## config.mk

```make
export PLATFORM = sky130hd
export DESIGN_NAME = conv_layer_scheduler
export DESIGN_NICKNAME = d
export VERILOG_FILES = /design/src/rtl/conv_sched_pkg.sv /design/src/rtl/conv_sched_counter.sv /design/src/rtl/conv_layer_scheduler.sv
export SDC_FILE = /design/constraint.sdc
export NUM_CORES = 1
export LEC_CHECK = 0
export BUFFER_PORTS_ARGS = -buffer_cell sky130_fd_sc_hd__buf_2
export CAP_MARGIN = 20
export CORE_AREA = 2 2 106 108
export DETAILED_ROUTE_END_ITERATION = 8
export DIE_AREA = 0 0 108 110
export HOLD_SLACK_MARGIN = 0.02
export PLACE_DENSITY = 0.63
export SYNTH_ARGS = -nofsm -noshare
export SYNTH_HDL_FRONTEND = slang
export SYNTH_SLANG_ARGS = --single-unit
```

## constraint.sdc

```tcl
create_clock -name clk -period 6.4 [get_ports clk]
set_clock_uncertainty 0.2 [all_clocks]
set_input_delay 0.96 -clock clk [delete_from_list [all_inputs] [get_ports clk]]
set_output_delay 0.96 -clock clk [all_outputs]
set_load 0.005 [all_outputs]
```

## src/rtl/conv_sched_pkg.sv

```systemverilog
// rtl/conv_sched_pkg.sv - shared state encoding and frame-size helpers for conv_layer_scheduler
package conv_sched_pkg;

  typedef enum logic [1:0] {
    S_IDLE  = 2'd0,
    S_FEED  = 2'd1,
    S_DRAIN = 2'd2,
    S_DONE  = 2'd3
  } state_t;

  function automatic int calc_nin(input int width, input int height);
    return width * height;
  endfunction

  function automatic int calc_nout(input int width, input int height, input int filter);
    return (width - filter + 1) * (height - filter + 1);
  endfunction

  // Counter width for a range of n values; never narrower than one bit.
  function automatic int cnt_width(input int n);
    return (n > 1) ? $clog2(n) : 1;
  endfunction

endpackage

```

## src/rtl/conv_sched_counter.sv

```systemverilog
// rtl/conv_sched_counter.sv - clear/enable counter over 0..MAX_COUNT-1 with terminal flag
module conv_sched_counter
  import conv_sched_pkg::*;
#(
  parameter int MAX_COUNT = 16,
  parameter int WIDTH     = cnt_width(MAX_COUNT)
) (
  input  logic             clk,
  input  logic             reset,
  input  logic             clear,
  input  logic             enable,
  output logic [WIDTH-1:0] count,
  output logic             terminal
);

  assign terminal = (count == WIDTH'(MAX_COUNT - 1));

  // Wrapping at the terminal value leaves the counter ready for the next frame.
  always_ff @(posedge clk) begin
    if (reset || clear) begin
      count <= '0;
    end else if (enable) begin
      count <= terminal ? '0 : count + WIDTH'(1);
    end
  end

endmodule

```

## src/rtl/conv_layer_scheduler.sv

```systemverilog
// rtl/conv_layer_scheduler.sv - frame scheduler feeding a streaming conv layer; optional CONV_SCHED_PERF_EN cycle counter
module conv_layer_scheduler
  import conv_sched_pkg::*;
#(
  parameter int I_WIDTH       = 8,
  parameter int O_WIDTH       = 16,
  parameter int CHANNELS_IN   = 3,
  parameter int CHANNELS_OUT  = 5,
  parameter int FILTER_SIZE   = 5,
  parameter int IMAGE_WIDTH   = 64,
  parameter int IMAGE_HEIGHT  = 32,
  parameter int DRAIN_TIMEOUT = 1024,
  localparam int NIN    = calc_nin(IMAGE_WIDTH, IMAGE_HEIGHT),
  localparam int NOUT   = calc_nout(IMAGE_WIDTH, IMAGE_HEIGHT, FILTER_SIZE),
  localparam int IA_W   = cnt_width(NIN),
  localparam int OA_W   = cnt_width(NOUT),
  localparam int IDLE_W = cnt_width(DRAIN_TIMEOUT)
) (
  input  logic                            clk,
  input  logic                            reset,
  input  logic                            start,
  output logic                            busy,
  output logic                            done,
  output logic [IA_W-1:0]                 in_addr,
  input  logic [CHANNELS_IN*I_WIDTH-1:0]  in_data,
  output logic                            conv_clk_en,
  output logic [CHANNELS_IN*I_WIDTH-1:0]  conv_input_data,
  input  logic [CHANNELS_OUT*O_WIDTH-1:0] conv_output_data,
  input  logic                            conv_valid,
  output logic [CHANNELS_OUT*O_WIDTH-1:0] out_data,
  output logic [OA_W-1:0]                 out_addr,
  output logic                            out_valid,
  input  logic                            out_ready,
  output logic                            error,
  output logic [31:0]                     perf_cycles
);

  state_t state, state_next;

  logic active, frame_start, xfer;
  logic in_en, in_term, out_term;
  logic idle_en, idle_clr, idle_term, timeout;
  logic [IDLE_W-1:0] idle_count_unused;

  assign active      = (state == S_FEED) || (state == S_DRAIN);
  assign frame_start = (state == S_IDLE) && start;

  // out_ready low freezes the layer together with every counter.
  assign conv_clk_en     = active && out_ready;
  assign conv_input_data = (state == S_FEED) ? in_data : '0;

  assign out_valid = conv_valid && active;
  assign out_data  = conv_output_data;
  assign xfer      = out_valid && out_ready;

  assign in_en    = (state == S_FEED) && out_ready;
  assign idle_en  = (state == S_DRAIN) && out_ready && !xfer;
  assign idle_clr = frame_start || xfer || (state != S_DRAIN);
  assign timeout  = idle_en && idle_term;

  conv_sched_counter #(.MAX_COUNT(NIN), .WIDTH(IA_W)) u_in_cnt (
    .clk      (clk),
    .reset    (reset),
    .clear    (frame_start),
    .enable   (in_en),
    .count    (in_addr),
    .terminal (in_term)
  );

  conv_sched_counter #(.MAX_COUNT(NOUT), .WIDTH(OA_W)) u_out_cnt (
    .clk      (clk),
    .reset    (reset),
    .clear    (frame_start),
    .enable   (xfer),
    .count    (out_addr),
    .terminal (out_term)
  );

  conv_sched_counter #(.MAX_COUNT(DRAIN_TIMEOUT), .WIDTH(IDLE_W)) u_idle_cnt (
    .clk      (clk),
    .reset    (reset),
    .clear    (idle_clr),
    .enable   (idle_en),
    .count    (idle_count_unused),
    .terminal (idle_term)
  );

  always_ff @(posedge clk) begin
    if (reset) begin
      state <= S_IDLE;
    end else begin
      state <= state_next;
    end
  end

  // The final transfer wins over the last-pixel handoff so a frame can finish from FEED.
  always_comb begin
    state_next = state;
    busy       = (state != S_IDLE);
    done       = 1'b0;
    unique case (state)
      S_IDLE: begin
        if (start) state_next = S_FEED;
      end
      S_FEED: begin
        if (xfer && out_term)       state_next = S_DONE;
        else if (in_en && in_term)  state_next = S_DRAIN;
      end
      S_DRAIN: begin
        if ((xfer && out_term) || timeout) state_next = S_DONE;
      end
      S_DONE: begin
        done       = 1'b1;
        state_next = S_IDLE;
      end
      default: state_next = S_IDLE;
    endcase
  end

  always_ff @(posedge clk) begin
    if (reset || frame_start) begin
      error <= 1'b0;
    end else if (timeout) begin
      error <= 1'b1;
    end
  end

`ifdef CONV_SCHED_PERF_EN
  logic [31:0] perf_count;

  always_ff @(posedge clk) begin
    if (reset || frame_start) begin
      perf_count <= '0;
    end else if (state != S_IDLE) begin
      perf_count <= perf_count + 32'd1;
    end
  end

  assign perf_cycles = perf_count;
`else
  assign perf_cycles = '0;
`endif

endmodule

```

# After elaboration in Yosys (flattened, before gate mapping)
# Cells that the tools add are included.
[totals] ff_bits=35 latchBits=0 mem_bits_rw=0 mem_bits_ro=0 output_inout_bits=163 word_cells=48 mem_count=0
[op_classes] add_sub_neg=3 n_mul=0 div=0 n_lt_le_gt_ge=0 eq_ne=10 shifts=0 mux=10 n_bitwise=0 reduce_logical=20
[ops] operator="$mux W24" count=1
[ops] operator="$add A11 B1 Y11 const B" count=2
[ops] operator="$eq A11 B11 Y1 const B" count=2
[ops] operator="$mux W11" count=2
[ops] operator="$add A10 B1 Y10 const B" count=1
[ops] operator="$eq A10 B10 Y1 const B" count=1
[ops] operator="$logic_and A1 B1 Y1" count=10
[ops] operator="$mux W10" count=1
[ops] operator="$mux W2" count=4
[ops] operator="$pmux W2 S4" count=1
[ops] operator="$logic_or A1 B1 Y1" count=6
[ops] operator="$eq A2 B2 Y1 const B" count=2
[ops] operator="$ne A2 B2 Y1 const B" count=2
[ops] operator="$ne A3 B1 Y1 const B" count=1
[ops] operator="$reduce_and A3 Y1" count=1
[ops] operator="$eq A2 B1 Y1 const B" count=1
[ops] operator="$logic_not A2 Y1" count=1
[ops] operator="$ne A2 B1 Y1 const B" count=1
[ops] operator="$reduce_bool A2 Y1" count=1
[ops] operator="$logic_not A1 Y1" count=1
[ops] operator="$mux W1" count=1

# Logic depth before layout (Yosys ltp)
# Gate-level depths: netlist of run 1.
[depth] ltp_word=10 ltp_mapped=10 depth_no_buf=7

# Cells and area by module
# From an unflattened synthesis of run 1, not the netlist that was laid out.
[unflattened] cells_unflattened=347 area_unflattened_um2=2824.0
[by_module_without_submodules] mod="conv_layer_scheduler" instances=1 cells_each=175 area_per_inst_um2=1291.2 seq_area_each_um2=60.1
[by_module_without_submodules] mod="conv_sched_counter at u_in_cnt" instances=1 cells_each=60 area_per_inst_um2=538.0 seq_area_each_um2=220.2
[by_module_without_submodules] mod="conv_sched_counter at u_out_cnt" instances=1 cells_each=58 area_per_inst_um2=519.2 seq_area_each_um2=220.2
[by_module_without_submodules] mod="conv_sched_counter at u_idle_cnt" instances=1 cells_each=54 area_per_inst_um2=475.5 seq_area_each_um2=200.2

# Worst setup path after synthesis of run 1
# OpenSTA, ideal clock, no wires.
[synth_timing] path_type="input to register" start="input conv_valid" end="register state[1]" setup_ns=0.135 t_arrival_ns=2.092 required_ns=6.065 slack_ns=3.973 path_stages=6 path_buffers=1 cell_sequence="and2_1 -> buf_2 -> nor4b_4 -> a21boi_2 -> o2111ai_1 -> o221ai_1"
[synth_between] elab_chain_cells=8 elab_cells_between_ends=12 classes_between="eq/ne: 2; mux: 2; reduce/logical: 8"
[synth_lines] element="from (decl)" line="conv_layer_scheduler.sv:29" source="input logic conv_valid,"
[synth_lines] element="$logic_and A1 B1 Y1 *" line="conv_layer_scheduler.sv:52" source="assign out_valid = conv_valid && active;"
[synth_lines] element="via out_valid" line="conv_layer_scheduler.sv:32" source="output logic out_valid,"
[synth_lines] element="$logic_and A1 B1 Y1 *" line="conv_layer_scheduler.sv:54" source="assign xfer = out_valid && out_ready;"
[synth_lines] element="$logic_not A1 Y1" line="conv_layer_scheduler.sv:57" source="assign idle_en = (state == S_DRAIN) && out_ready && !xfer;"
[synth_lines] element="$logic_and A1 B1 Y1" line="conv_layer_scheduler.sv:57"
[synth_lines] element="$logic_and A1 B1 Y1" line="conv_layer_scheduler.sv:59" source="assign timeout = idle_en && idle_term;"
[synth_lines] element="$logic_or A1 B1 Y1" line="conv_layer_scheduler.sv:110" source="if ((xfer && out_term) || timeout) state_next = S_DONE;"
[synth_lines] element="$ne A2 B1 Y1 (no source line)"
[synth_lines] element="$reduce_and A3 Y1 (no source line)"
[synth_lines] element="to (signal assigned)" line="conv_layer_scheduler.sv:92" source="state <= state_next;"
[synth_lines] element="to (decl)" line="conv_layer_scheduler.sv:38" source="state_t state, state_next;"
# Mark *: on every way through the listed nets, which the timed path passes. The rest lies on a longest branch.
# A chain may end at the register's enable or synchronous reset.

# Final worst setup path of run 1
[layout_timing] start="register state[1]" end="output conv_input_data[12]"
[layout_between] elab_chain_cells=2
[layout_lines] element="$eq A2 B1 Y1" line="conv_layer_scheduler.sv:50" source="assign conv_input_data = (state == S_FEED) ? in_data : '0;"
[layout_lines] element="$mux W24" line="conv_layer_scheduler.sv:50"
[layout_lines] element="to (decl)" line="conv_layer_scheduler.sv:27" source="output logic [CHANNELS_IN*I_WIDTH-1:0] conv_input_data,"
# Every way passes these cells.

==> summary.md, run 1 <==
| Metric | Value |
|---|---|
| Status | `completed` |
| Ys flop type | `dfxtp_1` |
| Max Cap Viol | `0` |
| Worst min path class | `reg2reg` |
| Die ar. | `11900 µm²` |
| Synth Cell Area | `2790 µm²` |
| Worst Setup Start Kind | `flip-flop` |
| Clock tree from TritonCTS | `yes` |
| Highest ir drop seen on vdd | `0.109 mV` |
| ANT cells | `0` |
| R2r setup slk | `3.75 ns` |
| Sequential share of the synthesized area | `0.251` |
| CTS clk-pin slew, worst paths | `0.07 ns` |
| Core box area | `10700 µm²` |
| GP Congestion | `0.759` |
| Critical setup path kind | `reg2out` |
| Clk buf depth | `2` |
| DR vias | `2007` |
| Mapped Cells | `343` |
| Post-Route WL | `5.87 mm` |
| Int Pwr | `0.444 mW` |
| Post-route ant nets | `0` |
| EDFF count, synth | `0` |
| FF+latch count, synth | `35` |
| Largest net degree at the start of global routing | `30` |
| CTS buffer count | `5` |
| Synth top area share | `0.302` |
| CTS HTree Levels | `2` |
| RSZ-0062 raised after global routing | `false` |
| Clk root buf | `clkbuf_8` |
| Initial antenna violation count | `0` |
| Ports | `272` |
| Reg power frac | `0.349` |
| HPWL after DPL | `4.72 mm` |
| # Post-CTS Setup Buffers | `0` |
| Die Ht | `110 µm` |
| Critical Path End Type | `output port` |
| Share of cells above drive strength 1 | `0.275` |
| PnR worst setup slack | `3.44 ns` |
| Psw | `0.237 mW` |
| Final hold violation count | `0` |
| Final setup vio count | `0` |
| Final Slew Violations | `0` |
| Top-count cell post-synth | `buf_4` |
| Post-DP Area | `2590 µm²` |
| Via density per instance | `4.16` |
| Synth top area cells | `buf_4 30%, dfxtp_1 25%, and2_1 5.6%, xor2_1 4.7%, nor2_1 4.4%` |
| Min cycle time layout | `2.96 ns` |
| Yosys warns | `0` |
| Period utilization | `0.463` |
| Worst-Skew Late Latency | `0.29 ns` |
| Total power density per cell area | `252 nW/µm²` |
| Clock sink total | `35` |
| Worst-margin pin slew | `0.938 ns` |
| Fin area | `2700 µm²` |
| Starting Density | `0.260` |
| Vias in the first global route | `1822` |
| Setup TNS | `0 ns` |
| First-pass GRT wire length | `9.00 mm` |
| Die X | `108 µm` |
| Fmax | `338 MHz` |
| Fill cells | `1174` |
| Leakage | `1.24 nW` |
| Worst EP arrival | `1.80 ns` |
| # resized after CTS | `0` |
| Pre-CTS setup slack | `3.71 ns` |
| GR Util All Layers | `0.0969` |
| Area leader, netlist | `buf_4` |
| Wire per inst | `12.2 µm` |
| Top cells by count, synth | `112 x buf_4, 35 x dfxtp_1, 33 x nor2_1` |
| Mean Syn Cell Area | `8.12 µm²` |
| CP required | `5.24 ns` |
| Post-CTS Hold Fix Bufs | `0` |
| FFs w/ async S/R, synth | `0` |
| Area growth, synth to finish | `-3.10%` |
| GRT Residual Overflow | `0` |
| Crit path max fanout | `29` |
| Slew headroom | `0.369` |
| Hold slack | `0.272 ns` |
| Comb power frac | `0.357` |
| Switching share of power | `0.348` |
| Share of power burned in the clock network | `0.294` |
| Rows | `38` |
| Port bufs | `79` |
| DRC Markers | `0` |
| Final Net Count | `458` |
| Starting DRT DRC Count | `59` |
| Unique cell type count in the Yosys netlist | `46` |
| First drt pass iteration count | `4` |
routing by layer:
metal / vias up / track usage / part of all wire
li1: 969 / - / -
met1: 900 / 0.113 / 0.42
met2: 106 / 0.158 / 0.47
met3: 32 / 0.0306 / 0.075
met4: 0 / 0.0559 / 0.034
met5: - / 0 / 0
logic make-up after synthesis:
group / share of synthesized area
and+or+nand+nor: 0.242
muxes: 0.00359
other: 0.00135
buffers and inverters: 0.326
DFF: 0.251
adders and majority gates: 0.0359
AOI/OAI and AO/OA: 0.0611
xor gates and xnor gates: 0.0786
final cells by class:
cell class              count  area (µm²)  share of cell area
clock buffers               5        68.8              0.0255
clock inverters             3        43.8              0.0162
multi-input cells         214        1290               0.479
repair buffers             79         395               0.146
inverters                   6        22.5             0.00834
well taps                 140         175              0.0649
flip-flops and latches     35         701               0.259
layout by cell type, fill, tap and decap left out, types with 2 or more instances in the layout:
cell type	Yosys	final
ha_1	8	8
xor2_1	15	15
and3_1	6	6
dfxtp_1	35	35
and4_1	2	2
nand2_1	24	24
clkbuf_8	0	5
conb_1	1	32
inv_1	6	6
o31ai_1	2	2
and2_1	25	25
nor3_1	4	4
a21oi_1	7	7
buf_2	3	79
nand4_1	7	7
xnor2_1	10	10
nand3_1	9	9
nor2_1	33	33
o21ai_0	4	4
nor4b_4	2	2
power groups by stage:
stage	clock, mW	combinational [mW]	sequential (mW)
after floorplan	0	0.219	0.239
after global placement	0	0.237	0.241
after detailed placement	0	0.244	0.242
after CTS	0.207	0.246	0.237
after global routing	0.221	0.275	0.238
final	0.200	0.243	0.237
flip-flops by register name, indices dropped and copies added (netlist names):
name,cells
error,1
u_out_cnt.count,11
u_idle_cnt.count,10
state,2
u_in_cnt.count,11
critical path, stage by stage, from the launching register on:
cell     delay (ns)
dfxtp_1        0.38
inv_1          0.12
ha_1           0.65
and2_1         0.25
buf_2          0.12
metrics by stage:
step / cells / power [mW] / util
after floorplan: 374 / 0.458 / -
after global placement: 474 / 0.478 / 0.242
after detailed placement: 474 / 0.485 / 0.242
after CTS: 482 / 0.689 / 0.252
after global routing: 482 / 0.734 / 0.252
final: 482 / 0.680 / 0.252
path summary, 6_finish.rpt:
| check | endpoint | cells past startpoint | startpoint |
|---|---|---|---|
| max | conv_input_data[12] | 4 | state[1] |
| min | error | 2 | error |
| max reg2reg | u_in_cnt.count[2] | 5 | state[1] |
| min reg2reg | error | 2 | error |
Power figures use the tool's default switching activity.
==> run 2: changes to the inputs <==
--- a/config.mk
+++ b/config.mk
@@ -7,11 +7,11 @@
 export LEC_CHECK = 0
 export BUFFER_PORTS_ARGS = -buffer_cell sky130_fd_sc_hd__buf_2
 export CAP_MARGIN = 20
-export CORE_AREA = 2 2 106 108
+export CORE_AREA = 2 2 104 106
 export DETAILED_ROUTE_END_ITERATION = 8
-export DIE_AREA = 0 0 108 110
+export DIE_AREA = 0 0 106 108
 export HOLD_SLACK_MARGIN = 0.02
-export PLACE_DENSITY = 0.63
+export PLACE_DENSITY = 0.65
 export SYNTH_ARGS = -nofsm -noshare
 export SYNTH_HDL_FRONTEND = slang
 export SYNTH_SLANG_ARGS = --single-unit
==> constraint.sdc (replaced) <==
create_clock -name clk -period 2.9 [get_ports clk]
set_clock_uncertainty 0.2 [all_clocks]
set_input_delay 0.435 -clock clk [delete_from_list [all_inputs] [get_ports clk]]
set_output_delay 0.435 -clock clk [all_outputs]
set_load 0.005 [all_outputs]
==> summary.md, run 2 (synthesis gave the netlist of run 1 again) <==
| Metric | Value |
|---|---|
| Share of cells above drive strength 1 | `0.279 (was 0.275)` |
| Clock sink total | `35 (unchanged)` |
| Starting DRT DRC Count | `62 (was 59)` |
| GRT Residual Overflow | `0 (unchanged)` |
| Status | `completed (unchanged)` |
| Crit-path cells | `inv_1 -> ha_1 -> and3_1 -> nand4_4 -> or2_0 -> nand2_1 -> nor2_1 (was inv_1 -> ha_1 -> and2_1 -> buf_2)` |
| Via density per instance | `4.28 (was 4.16)` |
| Final setup vio count | `0 (unchanged)` |
| Leakage | `1.24 nW (about the same)` |
| First-pass GRT wire length | `8.56 mm (was 9.00 mm)` |
| Clk root buf | `clkbuf_8 (unchanged)` |
| Clk buf depth | `2 (unchanged)` |
| Worst Setup Start Kind | `flip-flop (unchanged)` |
| Starting Density | `0.272 (was 0.260)` |
| Final hold violation count | `0 (unchanged)` |
| Highest ir drop seen on vdd | `0.231 mV (was 0.109 mV)` |
| HPWL after DPL | `4.56 mm (was 4.72 mm)` |
| Post-CTS Hold Fix Bufs | `0 (unchanged)` |
| Setup TNS | `0 ns (unchanged)` |
| Worst-Skew Late Latency | `0.29 ns (about the same)` |
| CTS clk-pin slew, worst paths | `0.07 ns (about the same)` |
| ANT cells | `0 (unchanged)` |
| GR Util All Layers | `0.0950 (was 0.0969)` |
| R2r setup slk | `0.42 ns (was 3.75 ns)` |
| Hold slack | `0.269 ns (was 0.272 ns)` |
| CP max-delay cell | `dfxtp_1 (was ha_1)` |
| First drt pass iteration count | `4 (unchanged)` |
| Fin cells | `480 (was 482)` |
| Initial antenna violation count | `0 (unchanged)` |
| Critical setup path kind | `reg2reg (was reg2out)` |
| Area growth, synth to finish | `-3.05% (was -3.10%)` |
| Die ar. | `11400 µm² (was 11900 µm²)` |
| GP Congestion | `0.783 (was 0.759)` |
| Most frequent cells in the layout | `79 x buf_2, 35 x dfxtp_1, 33 x nor2_1 (unchanged)` |
| Placed Cells incl. Taps | `472 (was 474)` |
| CTS HTree Levels | `2 (unchanged)` |
| Die X | `106 µm (was 108 µm)` |
| Final Net Count | `460 (was 458)` |
| Biggest regs | `u_in_cnt.count (11), u_out_cnt.count (11), u_idle_cnt.count (10) (unchanged)` |
| CTS buffer count | `5 (unchanged)` |
| Fmax | `403 MHz` |
| Clock tree from TritonCTS | `yes (unchanged)` |
| Core box area | `10200 µm² (was 10700 µm²)` |
| Min cycle time layout | `2.48 ns` |
| Final Slew Violations | `0 (unchanged)` |
| Port bufs | `79 (unchanged)` |
| Fill cells | `1106 (was 1174)` |
| # Post-CTS Setup Buffers | `0 (unchanged)` |
| Total power density per cell area | `544 nW/µm² (was 252 nW/µm²)` |
| Worst min path class | `in2reg (was reg2reg)` |
| Die Ht | `108 µm (was 110 µm)` |
| Wire per inst | `11.9 µm (was 12.2 µm)` |
| Max Cap Viol | `0 (unchanged)` |
| Worst EP arrival | `2.45 ns (was 1.80 ns)` |
| Ports | `272 (unchanged)` |
| Crit path max fanout | `11 (was 29)` |
| Rows | `37 (was 38)` |
| RSZ-0062 raised after global routing | `false (unchanged)` |
| PnR worst setup slack | `0.416 ns (was 3.44 ns)` |
| Largest net degree at the start of global routing | `28 (was 30)` |
| DR vias | `2052 (was 2007)` |
| Post-Route WL | `5.70 mm (was 5.87 mm)` |
| Pre-CTS setup slack | `0.439 ns (was 3.71 ns)` |
| Critical Path End Type | `flip-flop (was output port)` |
| Largest stage delay, worst path | `0.43 ns (was 0.65 ns)` |
| DRC Markers | `0 (unchanged)` |
| Vias in the first global route | `1813 (was 1822)` |
| Post-route ant nets | `0 (unchanged)` |
| Period utilization | `0.857` |
| Commonest non-fill, non-tap cell in the layout | `buf_2 (unchanged)` |
| # resized after CTS | `0 (unchanged)` |
| CP required | `2.87 ns (was 5.24 ns)` |
## run 2: through the flow
stage	util	cell area (µm²)	power, mW
after detailed placement	0.254	2600	1.09
final	0.264	2700	1.47
after global placement	0.254	2600	1.06
after CTS	0.264	2700	1.49
after global routing	0.264	2700	1.57
after floorplan	-	2900	1.01
## run 2: worst paths after layout
path,start,endpoint,cells after the start
worst max-delay path,state[1],u_out_cnt.count[10],7
worst min-delay path,reset,state[0],4
worst max register to register,state[1],u_out_cnt.count[10],7
worst min register to register,error,error,2
## run 2: routing by layer
layer	track usage	up-vias	wire [µm]
met3	0.0325	57	560
li1	-	970	-
met2	0.151	110	2500
met4	0.0827	0	376
met5	0	-	0
met1	0.101	915	2260
## run 2: critical path, delay by kind of cell, from the launching register on
family        cells  cell delay (ns)
simple gates      5             1.24
flops             1             0.43
fa+ha+maj         1             0.36
buf+inv           1             0.13
## run 2: area by class of cell
class,instances,area [µm²],area share
Clock buffer,7,96.3,0.0357
Sequential cell,35,701,0.259
Timing Repair Buffer,81,410,0.152
Multi-Input combinational cell,214,1290,0.479
Clock inverter,1,7.51,0.00278
Inverter,6,22.5,0.00834
Tap cell,136,170,0.0630
## run 2: power breakdown
part           switching, mW  internal [mW]
sequential            0.0246          0.498
combinational          0.316          0.235
clock                  0.181          0.216
